### src/rtl/uart_tx_queue_pkg.sv
// Shared types for the UART transmit queue: launch sequencer state encoding.
package uart_tx_queue_pkg;

    // 2-bit launch sequencer states
    typedef enum logic [1:0] {
        TXQ_IDLE      = 2'd0,
        TXQ_LAUNCH    = 2'd1,
        TXQ_WAIT_ACK  = 2'd2,
        TXQ_WAIT_DONE = 2'd3
    } txq_state_e;

endpackage

### src/rtl/uart_tx_queue_sync_fifo.sv
// Synchronous circular-buffer FIFO with registered occupancy flags.
// A push while full is taken only when a pop lands in the same cycle;
// dout always shows the head entry (combinational read of the read slot).
module sync_fifo
    import uart_tx_queue_pkg::*;
#(
    parameter  int DEPTH  = 16,
    parameter  int DATA_W = 8,
    localparam int PTR_W  = $clog2(DEPTH),
    localparam int CNT_W  = $clog2(DEPTH + 1)
) (
    input  logic              clk,
    input  logic              reset,
    input  logic              push,
    input  logic              pop,
    input  logic [DATA_W-1:0] din,
    output logic [DATA_W-1:0] dout,
    output logic              full,
    output logic              empty,
    output logic [CNT_W-1:0]  count
);

    logic [DATA_W-1:0] r_mem [DEPTH];
    logic [PTR_W-1:0]  r_wr_ptr;
    logic [PTR_W-1:0]  r_rd_ptr;
    logic [CNT_W-1:0]  r_count;
    logic [CNT_W-1:0]  w_count_next;
    logic              r_full;
    logic              r_empty;
    logic              w_do_push;
    logic              w_do_pop;

    assign w_do_pop  = pop && !r_empty;
    assign w_do_push = push && (!r_full || w_do_pop);

    // Next occupancy: a simultaneous push and pop leaves it unchanged
    always_comb begin
        w_count_next = r_count;
        case ({w_do_push, w_do_pop})
            2'b10:   w_count_next = r_count + CNT_W'(1);
            2'b01:   w_count_next = r_count - CNT_W'(1);
            default: w_count_next = r_count;
        endcase
    end

    // Pointers wrap naturally because DEPTH is a power of two
    always_ff @(posedge clk or posedge reset) begin
        if (reset) begin
            r_wr_ptr <= '0;
            r_rd_ptr <= '0;
            r_count  <= '0;
            r_full   <= 1'b0;
            r_empty  <= 1'b1;
        end else begin
            if (w_do_push) r_wr_ptr <= r_wr_ptr + PTR_W'(1);
            if (w_do_pop)  r_rd_ptr <= r_rd_ptr + PTR_W'(1);
            r_count <= w_count_next;
            r_full  <= (w_count_next == CNT_W'(DEPTH));
            r_empty <= (w_count_next == '0);
        end
    end

    // Storage array; a full-queue push overwrites the slot being popped this cycle
    always_ff @(posedge clk) begin
        if (w_do_push) r_mem[r_wr_ptr] <= din;
    end

    assign dout  = r_mem[r_rd_ptr];
    assign full  = r_full;
    assign empty = r_empty;
    assign count = r_count;

endmodule

### src/rtl/uart_tx_queue.sv
// Byte queue plus launch sequencer feeding a UART transmitter.
// Pops one byte into tx_data, pulses tx_activate, then waits for the
// transmitter's busy handshake (with an acknowledge timeout) before the next.
module uart_tx_queue
    import uart_tx_queue_pkg::*;
#(
    parameter  int DEPTH       = 16,
    parameter  int DATA_W      = 8,
    parameter  int ACK_TIMEOUT = 255,
    localparam int CNT_W       = $clog2(DEPTH + 1)
) (
    input  logic              clk,
    input  logic              reset,
    input  logic              wr_en,
    input  logic [DATA_W-1:0] wr_data,
    input  logic              clr_flags,
    input  logic              tx_busy,
    output logic [DATA_W-1:0] tx_data,
    output logic              tx_activate,
    output logic              full,
    output logic              empty,
    output logic [CNT_W-1:0]  count,
    output logic              overflow,
    output logic              tx_error
);

    localparam int               TMR_W    = $clog2(ACK_TIMEOUT + 1);
    localparam logic [TMR_W-1:0] TMR_LAST = TMR_W'(ACK_TIMEOUT - 1);

    txq_state_e        r_state;
    txq_state_e        w_state_next;
    logic [TMR_W-1:0]  r_timer;
    logic [DATA_W-1:0] r_tx_data;
    logic [DATA_W-1:0] w_fifo_dout;
    logic              w_fifo_full;
    logic              w_fifo_empty;
    logic              w_pop;
    logic              w_push;
    logic              w_timer_clr;
    logic              w_timer_inc;
    logic              w_timeout;
    logic              w_ovf_event;
    logic              r_overflow;
    logic              r_tx_error;

    // A write into a full queue survives only if the sequencer pops in the same cycle
    assign w_push      = wr_en && (!w_fifo_full || w_pop);
    assign w_ovf_event = wr_en && w_fifo_full && !w_pop;

    sync_fifo #(
        .DEPTH  (DEPTH),
        .DATA_W (DATA_W)
    ) u_fifo (
        .clk    (clk),
        .reset  (reset),
        .push   (w_push),
        .pop    (w_pop),
        .din    (wr_data),
        .dout   (w_fifo_dout),
        .full   (w_fifo_full),
        .empty  (w_fifo_empty),
        .count  (count)
    );

    // Sequencer state register
    always_ff @(posedge clk or posedge reset) begin
        if (reset) r_state <= TXQ_IDLE;
        else       r_state <= w_state_next;
    end

    // Next-state and control decode; IDLE also refuses to launch while a
    // frame left over from before a reset is still shifting out
    always_comb begin
        w_state_next = r_state;
        w_pop        = 1'b0;
        w_timer_clr  = 1'b0;
        w_timer_inc  = 1'b0;
        w_timeout    = 1'b0;
        case (r_state)
            TXQ_IDLE: begin
                if (!w_fifo_empty && !tx_busy) begin
                    w_pop        = 1'b1;
                    w_state_next = TXQ_LAUNCH;
                end
            end
            TXQ_LAUNCH: begin
                w_timer_clr  = 1'b1;
                w_state_next = TXQ_WAIT_ACK;
            end
            TXQ_WAIT_ACK: begin
                if (tx_busy) begin
                    w_state_next = TXQ_WAIT_DONE;
                end else if (r_timer == TMR_LAST) begin
                    w_timeout    = 1'b1;
                    w_state_next = TXQ_IDLE;
                end else begin
                    w_timer_inc = 1'b1;
                end
            end
            TXQ_WAIT_DONE: begin
                if (!tx_busy) w_state_next = TXQ_IDLE;
            end
            default: w_state_next = TXQ_IDLE;
        endcase
    end

    // Acknowledge timer counts WAIT_ACK cycles without tx_busy
    always_ff @(posedge clk or posedge reset) begin
        if (reset)            r_timer <= '0;
        else if (w_timer_clr) r_timer <= '0;
        else if (w_timer_inc) r_timer <= r_timer + TMR_W'(1);
    end

    // Output byte register changes only when the head is popped
    always_ff @(posedge clk or posedge reset) begin
        if (reset)      r_tx_data <= '0;
        else if (w_pop) r_tx_data <= w_fifo_dout;
    end

    // Sticky flags; a same-cycle event beats clr_flags
    always_ff @(posedge clk or posedge reset) begin
        if (reset) begin
            r_overflow <= 1'b0;
            r_tx_error <= 1'b0;
        end else begin
            r_overflow <= w_ovf_event || (r_overflow && !clr_flags);
            r_tx_error <= w_timeout   || (r_tx_error && !clr_flags);
        end
    end

    assign tx_activate = (r_state == TXQ_LAUNCH);
    assign tx_data     = r_tx_data;
    assign full        = w_fifo_full;
    assign empty       = w_fifo_empty;
    assign overflow    = r_overflow;
    assign tx_error    = r_tx_error;

endmodule

### config.mk
export PLATFORM = sky130hd
export DESIGN_NAME = uart_tx_queue
export DESIGN_NICKNAME = d
export VERILOG_FILES = /design/src/rtl/uart_tx_queue_pkg.sv /design/src/rtl/uart_tx_queue_sync_fifo.sv /design/src/rtl/uart_tx_queue.sv
export SDC_FILE = /design/constraint.sdc
export NUM_CORES = 1
export LEC_CHECK = 0
export BUFFER_PORTS_ARGS = -buffer_cell sky130_fd_sc_hd__buf_2
export CAP_MARGIN = 30
export CORE_ASPECT_RATIO = 1.5
export CORE_MARGIN = 8
export CORE_UTILIZATION = 60
export DETAILED_ROUTE_END_ITERATION = 8
export HOLD_SLACK_MARGIN = 0.05
export PLACE_DENSITY = 0.75
export SYNTH_ARGS = -nofsm -noshare
export SYNTH_HDL_FRONTEND = slang
export SYNTH_SLANG_ARGS = --single-unit
### constraint.sdc
create_clock -name clk -period 6.65 [get_ports clk]
set_input_delay 0.665 -clock clk [delete_from_list [all_inputs] [get_ports clk]]
set_output_delay 0.665 -clock clk [all_outputs]
set_load 0.1 [all_outputs]
==> metrics.md, run 1 <==
| Metric | Value |
|---|---|
| Run status | `completed` |
| HP Class | `in2async` |
| Die Y-Extent | `147 µm` |
| Worst path arrival time | `3.76 ns` |
| Largest net degree at the start of global routing | `50` |
| Synth top cells by count | `edfxtp_1, dfrtp_1, mux2_2` |
| Post-synth EDFFs | `128` |
| Synth Net Count | `445` |
| Number of CTS-inserted buffers | `17` |
| Vias per cell | `5.87` |
| # clock sinks | `163` |
| FF-to-FF Start | `r_state[0]$_DFFE_PP0P_` |
| Routability cong. | `0.844` |
| Ant diodes | `0` |
| Total power | `3.62 mW` |
| Drt initial violations | `215` |
| CTS tree | `done` |
| Drt wl/cell | `20.4 µm` |
| Area grow syn2layout | `12.7%` |
| Total grt overflow | `0` |
| GR Util met3 | `4.62%` |
| Top cells by area, synth | `edfxtp_1, dfrtp_1, mux4_2` |
| Met2 Use GR | `28.8%` |
| Detailed Route WL | `12600 µm` |
| Fin crit share | `51.7%` |
| Synthesized instance count | `422` |
| Worst setup path class | `reg2reg` |
| Sequential share of the synthesized area | `69.3%` |
| Most common cell in the netlist | `edfxtp_1` |
| IO buf count | `30` |
| Hpwl dp | `7770 µm` |
| Post-synthesis register bit count | `163` |
| Postcts setup bufs | `0` |
| Relative slew margins | `33.2%` |
| Clk buf depth | `2` |
| CP startpoint | `r_state[0]$_DFFE_PP0P_` |
| CP Max Fanout | `15` |
| Detail Route Antenna Nets | `0` |
| Startpoint types | `register` |
| Slew Viols, Final | `0` |
| Top Usage Layer GRT | `met2` |
| Endpoint kind of the worst setup timing path | `register` |
| Vias | `3624` |
| Worst-Skew Late Latency | `0.42 ns` |
| CTS clock-pin slew for the worst setup and hold paths | `0.07 ns` |
| Hold buffers post-CTS | `0` |
| Max Freq | `291 MHz` |
| Yosys top cell area share | `56.4%` |
| DR pass1 iterations | `4` |
| Die X | `103 µm` |
| Fill count | `776` |
| Initial core utilization | `61.6%` |
| H-tree levels | `4` |
| Static Leak | `2.83 nW` |
| Cell Area, Synth | `6810 µm²` |
| Initial antenna violation count | `0` |
| Final hold violation count | `0` |
| GRT met1 Usage | `21.9%` |
| Main synth FF type | `edfxtp_1` |
| Worst path required time | `6.98 ns` |
| Max VDD drop | `0.285 mV` |
| PwrDens | `471 nW/µm²` |
| Final number of setup-violating endpoints | `0` |
| Share of layout cells above drive strength 1 | `24.7%` |
| Unrepaired setup endpoints after global routing | `no` |
| Syn Area/Cell | `16.1 µm²` |
| Setup_tns | `0 ns` |
| Max cap viols | `0` |
| CTS root buf | `clkbuf_16` |
| Yosys warning count | `0` |
| Final core utilization | `69.4%` |
| Worst Skew | `0.0106 ns` |
| # IOs | `31` |
| DRC viols | `0` |
| Ys async rst share | `21.5%` |
| Largest area contributor in the netlist | `edfxtp_1` |
| Core Area | `11100 µm²` |
| Post-cts sizing count | `0` |
| Global-route wire length before repair | `19700 µm` |
| # rows | `47` |
| Measured slew at the worst slew-check pin | `1.00 ns` |
| Final Critical Period | `3.44 ns` |
| Die Footprint | `15100 µm²` |
| GRT Util Overall | `17.8%` |
| Final #Nets | `480` |
| Vias in the first global route | `3702` |
| Yosys cell types | `47` |
-- cells in the final DEF, fill, tap and decap left out, types with 2 or more instances in the layout --
cell type  instances
a21oi_1           16
a221o_1            8
and2_1             4
and3_1             5
buf_2             30
buf_4              7
clkbuf_1           2
clkbuf_16         18
clkbuf_8           2
clkinv_2           3
clkinv_4           3
dfrtp_1           33
edfxtp_1         128
ha_1              10
inv_1             14
inv_6              3
mux2_2            23
mux2i_1           20
mux4_2            18
nand2_1           18
nand2b_1           2
nand3_1            5
nand3b_1           3
nand4_1            3
nor2_1            15
nor3_1             9
nor3b_1            2
nor4_1             6
o21ai_0           12
o21bai_1           7
o22ai_1            7
or3_1              2
xnor2_1           10
xor2_1             4
-- flip-flops by register name (all words and copies together) (netlist names) --
register and count:
u_fifo.r_mem 128, r_timer 8, tx_data 8, u_fifo.count 5, u_fifo.r_rd_ptr 4, u_fifo.r_wr_ptr 4
r_state 2, overflow 1, tx_error 1, u_fifo.empty 1, u_fifo.full 1
-- routing by layer --
layer | vias to the layer above | part of all wire [%]
met5 | - | 0
met4 | 0 | 1.9
met3 | 18 | 3.8
met2 | 80 | 51
met1 | 1829 | 43
li1 | 1697 | -
-- through the flow --
stage / setup slack, ns / std cells / hold slack, ns / cell area [µm²]
floorplan: 3.25 / 422 / 0.467 / 6810
global placement: 2.91 / 585 / 0.476 / 7090
detailed placement: 2.87 / 585 / 0.487 / 7090
CTS: 3.22 / 617 / 0.346 / 7670
global route: 2.91 / 617 / 0.377 / 7670
finish: 3.21 / 617 / 0.351 / 7670
-- path summary, 6_finish.rpt --
kind,endpoint,cells past startpoint,slack [ns]
hold / removal,r_timer[0]$_DFFE_PP0P_,3,0.35
hold reg to reg,overflow$_DFF_PP0_,1,0.50
min in group clk,overflow$_DFF_PP0_,1,0.50
setup / recovery,u_fifo.full$_DFF_PP0_,12,3.21
setup reg to reg,u_fifo.full$_DFF_PP0_,12,3.21
max in group asynchronous,u_fifo.empty$_DFF_PP1_,3,5.95
-- cell type report --
cell class	count	area, µm²	share of cell area (%)
flip-flops and latches	163	4720	61.5
multi-input cells	223	1920	25.1
clock buffers	22	485	6.33
repair buffers	37	203	2.64
well taps	147	184	2.40
clock inverters	10	95.1	1.24
inverters	15	61.3	0.799
-- logic make-up (layout without fill, tap and decap cells) --
| group | count (synthesis) | after routing | synth area share (%) |
|---|---|---|---|
| AND/OR/NAND/NOR | 82 | 82 | 6.46 |
| multiplexers | 61 | 61 | 12.7 |
| AO/OA/AOI/OAI | 56 | 56 | 5.45 |
| flip-flops | 163 | 163 | 69.3 |
| XOR/XNOR | 14 | 14 | 1.80 |
| adder cells (fa/ha/maj) | 10 | 10 | 1.84 |
| buffers and inverters | 36 | 84 | 2.46 |
-- critical path, stage by stage, from the launching register on --
cell and delay (ns):
dfrtp_1 0.41, or4_1 0.82, nand2_1 0.17, and2_4 0.21, inv_6 0.06, ha_1 0.30
xor2_1 0.20, ha_1 0.21, a21oi_1 0.15, mux2i_1 0.23, xnor2_1 0.09, or2_2 0.31
nor3b_1 0.19
-- power by group --
group,switching (mW),internal [mW]
registers,0.143,1.27
clock network,0.387,0.560
logic,0.817,0.441
total,1.35,2.27
Power figures use the tool's default switching activity.
==> inputs of run 2 (changes only) <==
--- a/config.mk
+++ b/config.mk
@@ -5,6 +5,7 @@
 export SDC_FILE = /design/constraint.sdc
 export NUM_CORES = 1
 export LEC_CHECK = 0
+export ABC_AREA = 1
 export BUFFER_PORTS_ARGS = -buffer_cell sky130_fd_sc_hd__buf_2
 export CAP_MARGIN = 30
 export CORE_ASPECT_RATIO = 1.5
==> constraint.sdc (replaced) <==
create_clock -name clk -period 3.3 [get_ports clk]
set_input_delay 0.33 -clock clk [delete_from_list [all_inputs] [get_ports clk]]
set_output_delay 0.33 -clock clk [all_outputs]
set_load 0.1 [all_outputs]
==> metrics.md, run 2 <==
| Metric | Value |
|---|---|
| CP Max Fanout | `9 (-6)` |
| Postcts setup bufs | `0 (unchanged)` |
| # IOs | `31 (unchanged)` |
| Static Leak | `3.00 nW (+6.2%)` |
| Clk buf depth | `2 (unchanged)` |
| Drt wl/cell | `18.0 µm (-12%)` |
| Area grow syn2layout | `11.6%` |
| Sequential share of the synthesized area | `67.6% (-1.7 points)` |
| PwrDens | `986 nW/µm² (+110%)` |
| Detail Route Antenna Nets | `0 (unchanged)` |
| Die X | `104 µm (+1.1%)` |
| Final number of setup-violating endpoints | `0 (unchanged)` |
| Max VDD drop | `0.498 mV (+75%)` |
| Slew Viols, Final | `0 (unchanged)` |
| Most flops, register | `u_fifo.r_mem` |
| Final Critical Period | `2.64 ns (-0.801 ns)` |
| Vias in the first global route | `4641 (+25%)` |
| Setup_tns | `0 ns (unchanged)` |
| Share of layout cells above drive strength 1 | `11.2% (-13 points)` |
| Cell Area, Synth | `6990 µm² (+2.6%)` |
| Worst-Skew Late Latency | `0.42 ns (about the same)` |
| CP peak stage delay | `0.42 ns (-0.40 ns)` |
| DR pass1 iterations | `5 (+1)` |
| Yosys cell types | `28 (-40%)` |
| Critical Path, Cell by Cell | `nor2_1, nand3_1, a21oi_4, inv_1, ha_1, nand2_1, inv_1, nor2_1, ha_1, nand2_1, nand2_1, or2_0, nor2_1, nand3_1, nor2_1` |
| CTS tree | `done` |
| Ys async rst share | `21.5% (unchanged)` |
| Core Area | `11400 µm² (+3.2%)` |
| Max Freq | `379 MHz (+30%)` |
| Post-cts sizing count | `0 (unchanged)` |
| Fin crit share | `79.9% (+28 points)` |
| Worst Skew | `0.00770 ns (-0.00293 ns)` |
| Largest area contributor in the netlist | `edfxtp_1` |
| Vias | `4719 (+30%)` |
| Hpwl dp | `9580 µm (+23%)` |
| Crit path buf inv count | `2 (+1)` |
| Most common cell in the netlist | `nor2_1` |
| Synthesized instance count | `635 (+50%)` |
| Total grt overflow | `0 (unchanged)` |
| Post-synth EDFFs | `128 (unchanged)` |
| # rows | `48 (+2.1%)` |
| Number of CTS-inserted buffers | `17 (unchanged)` |
| Max reg flops | `128 (unchanged)` |
| Yosys top cell area share | `55.0% (-1.4 points)` |
| Die Y-Extent | `148 µm (+1.1%)` |
| GRT Util Overall | `19.9% (+2.1 points)` |
| Die Footprint | `15400 µm² (+2.2%)` |
| Endpoint kind of the worst setup timing path | `register` |
| Detailed Route WL | `14800 µm (+18%)` |
| Initial core utilization | `61.2% (-0.39 points)` |
| Synth Net Count | `658 (+48%)` |
| Final hold slack | `0.114 ns (-0.237 ns)` |
| Yosys warning count | `0 (unchanged)` |
| DRC viols | `0 (unchanged)` |
| CTS clock-pin slew for the worst setup and hold paths | `0.06 ns (about the same)` |
| Hold buffers post-CTS | `1 (+1)` |
| Vias per cell | `5.71 (-2.7%)` |
| Drt initial violations | `318 (+48%)` |
| Most frequent cells in the layout | `nor2_1, edfxtp_1, nand2_1` |
| HP Class | `in2reg` |
| CP max-delay cell | `dfrtp_1` |
| Worst path arrival time | `2.99 ns (-0.77 ns)` |
| Global-route wire length before repair | `24100 µm (+22%)` |
| Initial antenna violation count | `0 (unchanged)` |
| Largest net degree at the start of global routing | `67 (+34%)` |
| Ant diodes | `0 (unchanged)` |
| Main synth FF type | `edfxtp_1` |
| Worst setup path class | `reg2reg` |
| # clock sinks | `163 (unchanged)` |
| Routability cong. | `0.804 (-4.8%)` |
| Startpoint types | `register` |
| Worst path required time | `3.65 ns (-3.33 ns)` |
| Post-synthesis register bit count | `163 (unchanged)` |
| Commonest non-fill, non-tap cell in the layout | `nor2_1` |
| Unrepaired setup endpoints after global routing | `no` |
| Relative slew margins | `37.4% (+4.1 points)` |
| Final hold violation count | `0 (unchanged)` |
| Max cap viols | `0 (unchanged)` |
| Crit path top cell by count | `nor2_1` |
| Synth top cells by count | `nor2_1, edfxtp_1, nand2_1` |
| CTS root buf | `clkbuf_16` |
| H-tree levels | `4 (unchanged)` |
| Final #Nets | `687 (+43%)` |
| Measured slew at the worst slew-check pin | `0.936 ns (-0.0653 ns)` |
| IO buf count | `30 (unchanged)` |
| Top cells by area, synth | `edfxtp_1, dfrtp_1, nor2_1` |
| CP top delay family | `simple AND/OR/NAND/NOR gates` |
| Run status | `completed` |
| Syn Area/Cell | `11.0 µm² (-32%)` |
run 2: stage by stage:
step | setup WS (ns) | area (µm²) | total power [mW] | cells | utilization, %
floorplan | 0.572 | 6990 | 5.12 | 635 | -
global placement | 0.817 | 7170 | 5.57 | 793 | 62.9
detailed placement | 0.692 | 7190 | 5.70 | 794 | 63.0
CTS | 0.659 | 7790 | 7.69 | 826 | 68.3
global route | 0.380 | 7790 | 8.09 | 826 | 68.3
finish | 0.663 | 7790 | 7.68 | 826 | 68.3
run 2: power breakdown:
| part | internal (mW) | switching (mW) | total, mW |
|---|---|---|---|
| registers | 2.55 | 0.200 | 2.75 |
| clock network | 1.19 | 0.790 | 1.97 |
| logic | 0.737 | 2.22 | 2.96 |
run 2: layer usage:
layer  up-vias  track usage, %  share of wire [%]
li1       2233               -                  -
met1      2290            21.9                 38
met2       167            36.6                 54
met3        29            4.46                5.2
met4         0            7.42                2.1
met5         -               0                  0
run 2: path summary, 6_finish.rpt:
kind | from | to | slack (ns) | cells past startpoint
min reg2reg | tx_data[7]$_DFFE_PP0P_ | tx_data[7]$_DFFE_PP0P_ | 0.47 | 2
min | clr_flags | tx_error$_DFF_PP0_ | 0.11 | 2
max reg2reg | r_state[1]$_DFFE_PP0P_ | u_fifo.full$_DFF_PP0_ | 0.66 | 15
min in group asynchronous | reset | u_fifo.count[4]$_DFF_PP0_ | 0.57 | 3
max in group asynchronous | reset | u_fifo.r_rd_ptr[0]$_DFFE_PP0P_ | 2.01 | 4
max | r_state[1]$_DFFE_PP0P_ | u_fifo.full$_DFF_PP0_ | 0.66 | 15
run 2: area by class of cell:
cell class | instances | area (µm²)
clock inverter | 13 | 160
fill | 835 | 3620
inverter | 33 | 124
sequential | 163 | 4720
clock buffer | 18 | 429
timing repair buffer | 38 | 225
tap | 150 | 188
multi-input combinational | 411 | 1950
run 2: logic make-up after synthesis:
family	synth area share, %
and+or+nand+nor	17.7
DFF	67.6
AOI/OAI and AO/OA	6.84
xor gates and xnor gates	1.50
adders and majority gates	1.79
buffers and inverters	4.58
==> inputs of run 3 (changes only) <==
--- a/config.mk
+++ b/config.mk
@@ -5,15 +5,15 @@
 export SDC_FILE = /design/constraint.sdc
 export NUM_CORES = 1
 export LEC_CHECK = 0
-export ABC_AREA = 1
+export ABC_AREA = 0
 export BUFFER_PORTS_ARGS = -buffer_cell sky130_fd_sc_hd__buf_2
 export CAP_MARGIN = 30
 export CORE_ASPECT_RATIO = 1.5
 export CORE_MARGIN = 8
-export CORE_UTILIZATION = 60
+export CORE_UTILIZATION = 55
 export DETAILED_ROUTE_END_ITERATION = 8
 export HOLD_SLACK_MARGIN = 0.05
-export PLACE_DENSITY = 0.75
+export PLACE_DENSITY = 0.72
 export SYNTH_ARGS = -nofsm -noshare
 export SYNTH_HDL_FRONTEND = slang
 export SYNTH_SLANG_ARGS = --single-unit
==> constraint.sdc (replaced) <==
create_clock -name clk -period 2.22 [get_ports clk]
set_input_delay 0.222 -clock clk [delete_from_list [all_inputs] [get_ports clk]]
set_output_delay 0.222 -clock clk [all_outputs]
set_load 0.1 [all_outputs]
==> metrics.md, run 3 (same netlist as run 1, synthesis figures left out) <==
| Metric | Value |
|---|---|
| Final Cell Area | `8110 µm² (+4.1%)` |
| Die X | `107 µm (+2.7%)` |
| Most flops, register | `u_fifo.r_mem` |
| Final Critical Period | `2.72 ns (+0.0848 ns)` |
| CTS clock-pin slew for the worst setup and hold paths | `0.06 ns (about the same)` |
| Final #Nets | `503 (-27%)` |
| Max VDD drop | `0.632 mV (+27%)` |
| Total power | `11.5 mW (+49%)` |
| # clock sinks | `163 (unchanged)` |
| Worst Hold Path Cells | `2 (unchanged)` |
| Multi-input logic area | `2070 µm² (+6.4%)` |
| Worst setup path class | `reg2reg` |
| CTS tree | `done` |
| Endpoint kind of the worst setup timing path | `register` |
| Die Footprint | `16300 µm² (+5.5%)` |
| Run status | `finished, violations left` |
| Vias | `3820 (-19%)` |
| GRT Util Overall | `17.6% (-2.4 points)` |
| Max reg flops | `128 (unchanged)` |
| Vias in the first global route | `4061 (-12%)` |
| Largest net degree at the start of global routing | `43 (-36%)` |
| Most frequent cells in the layout | `edfxtp_1, dfrtp_1, buf_2` |
| Drt initial violations | `151 (-53%)` |
| FF-to-FF End | `u_fifo.full$_DFF_PP0_` |
| Relative slew margins | `67.3% (+30 points)` |
| Drt wl/cell | `20.8 µm (+16%)` |
| Global-route wire length before repair | `21500 µm (-10%)` |
| PwrDens | `1410 nW/µm² (+43%)` |
| Worst path required time | `2.56 ns (-1.09 ns)` |
| Unrepaired setup endpoints after global routing | `yes` |
| FF-to-FF Start | `r_state[0]$_DFFE_PP0P_` |
| Fill count | `874 (+4.7%)` |
| IO buf count | `30 (unchanged)` |
| Worst path arrival time | `3.06 ns (+0.07 ns)` |
| Detail Route Antenna Nets | `0 (unchanged)` |
| Max Freq | `367 MHz (-3.1%)` |
| Startpoint types | `register` |
| Failing checks | `negative setup slack` |
| Measured slew at the worst slew-check pin | `0.494 ns (-0.442 ns)` |
| Initial antenna violation count | `0 (unchanged)` |
| Reg area | `4730 µm² (about the same)` |
| Clk buf depth | `2 (unchanged)` |
| Total grt overflow | `0 (unchanged)` |
| H-tree levels | `4 (unchanged)` |
| Die Y-Extent | `152 µm (+2.8%)` |
| Number of CTS-inserted buffers | `17 (unchanged)` |
| Vias per cell | `5.89 (+3.0%)` |
| Critical Path, Cell by Cell | `or4_4, nand2_1, and2_4, inv_6, ha_4, xor2_1, ha_2, a21oi_2, mux2i_1, xnor2_1, or2_4, nor3b_2` |
| Worst Slack Setup Final | `-0.502 ns (-1.16 ns)` |
| Worst Skew | `0.0137 ns (+0.00595 ns)` |
| CP Max Fanout | `3 (-6)` |
| Core Area | `12300 µm² (+7.5%)` |
| Initial core utilization | `55.6% (-5.7 points)` |
| Hpwl dp | `8340 µm (-13%)` |
| Worst-Skew Late Latency | `0.42 ns (about the same)` |
| Routability cong. | `0.787 (-2.1%)` |
| Worst R2R Setup Slack | `-0.50 ns (-1.16 ns)` |
| # IOs | `31 (unchanged)` |
| HP Start | `wr_en` |
| Fin crit share | `123% (+43 points)` |
| CP max-delay cell | `or4_4` |
| Share of layout cells above drive strength 1 | `33.9% (+23 points)` |
| Final core utilization | `66.2% (-2.1 points)` |
| Slew Viols, Final | `0 (unchanged)` |
| DRC viols | `0 (unchanged)` |
| DR pass1 iterations | `4 (-1)` |
| R2R depth | `12 (-3)` |
| Final hold violation count | `0 (unchanged)` |
| Commonest non-fill, non-tap cell in the layout | `edfxtp_1` |
| Ant diodes | `0 (unchanged)` |
| Pre-CTS setup slack | `-0.516 ns (-1.21 ns)` |
| Worst hold endpoint | `overflow$_DFF_PP0_` |
| Detailed Route WL | `13500 µm (-8.8%)` |
| Cell Area, Placed | `7400 µm² (+2.8%)` |
| # rows | `50 (+4.2%)` |
| CP peak stage delay | `0.54 ns (+0.12 ns)` |
| Final number of setup-violating endpoints | `9 (+9)` |
| HP Class | `in2reg` |
| Final hold slack | `0.0774 ns (-0.0369 ns)` |
| Max cap viols | `0 (unchanged)` |
| CTS root buf | `clkbuf_16` |
| Static Leak | `2.97 nW (-1.1%)` |
| Area grow syn2layout | `19.1%` |
run 3: area by class of cell:
cell class                      instances  area share [%]
Clock buffer                           19            5.58
Clock inverter                         13            1.71
Inverter                               15           0.756
Multi-Input combinational cell        223            25.5
Sequential cell                       163            58.3
Tap cell                              156            2.41
Timing Repair Buffer                   60            5.78
run 3: timing repair:
item | in CTS | in global routing
hold buffers | 1 | 0
setup buffers | 2 | 2
endpoints found under the setup margin | 61 | 78
hold endpoints to repair | 34 | 0
gates cloned | 0 | 0
resized for setup | 16 | 5
pin swaps | 5 | 3
run 3: per-stage QoR:
step / setup TNS, ns / std cells
floorplan: -21.99 / 422
global placement: -1.77 / 613
detailed placement: -2.67 / 613
CTS: -1.93 / 647
global route: -4.47 / 649
finish: -2.01 / 649
run 3: routing by layer:
metal  global-route usage [%]  part of all wire [%]  up-vias
li1                         -                     -     1758
met1                     20.1                    39     1956
met2                     30.3                    54       85
met3                     3.60                   4.2       21
met4                     8.48                   2.2        0
met5                        0                     0        -
run 3: worst max path at each step:
stage | cells past startpoint | slack [ns] | to | from
after floorplan | 15 | -0.83 | u_fifo.full$_DFF_PP0_ | u_fifo.empty$_DFF_PP1_
after global placement | 11 | -0.43 | u_fifo.empty$_DFF_PP1_ | r_state[0]$_DFFE_PP0P_
after detailed placement | 11 | -0.52 | u_fifo.empty$_DFF_PP1_ | r_state[0]$_DFFE_PP0P_
after CTS | 12 | -0.51 | u_fifo.full$_DFF_PP0_ | r_state[0]$_DFFE_PP0P_
after global routing | 12 | -0.62 | u_fifo.full$_DFF_PP0_ | r_state[0]$_DFFE_PP0P_
final | 12 | -0.50 | u_fifo.full$_DFF_PP0_ | r_state[0]$_DFFE_PP0P_
run 3: report_power, final:
group	switching [mW]	total (mW)	internal [mW]
clock	1.24	2.88	1.65
sequential	0.375	4.18	3.80
combinational	2.71	4.39	1.68
total	4.32	11.5	7.13
run 3: worst max-delay path, delay by kind of cell (launching register included):
| kind | cells | cell delay (ns) |
|---|---|---|
| simple gates | 5 | 1.19 |
| flops | 1 | 0.39 |
| fa+ha+maj | 2 | 0.37 |
| xor+xnor | 2 | 0.28 |
| mux | 1 | 0.25 |
| compound gates | 1 | 0.12 |
| buf+inv | 1 | 0.03 |
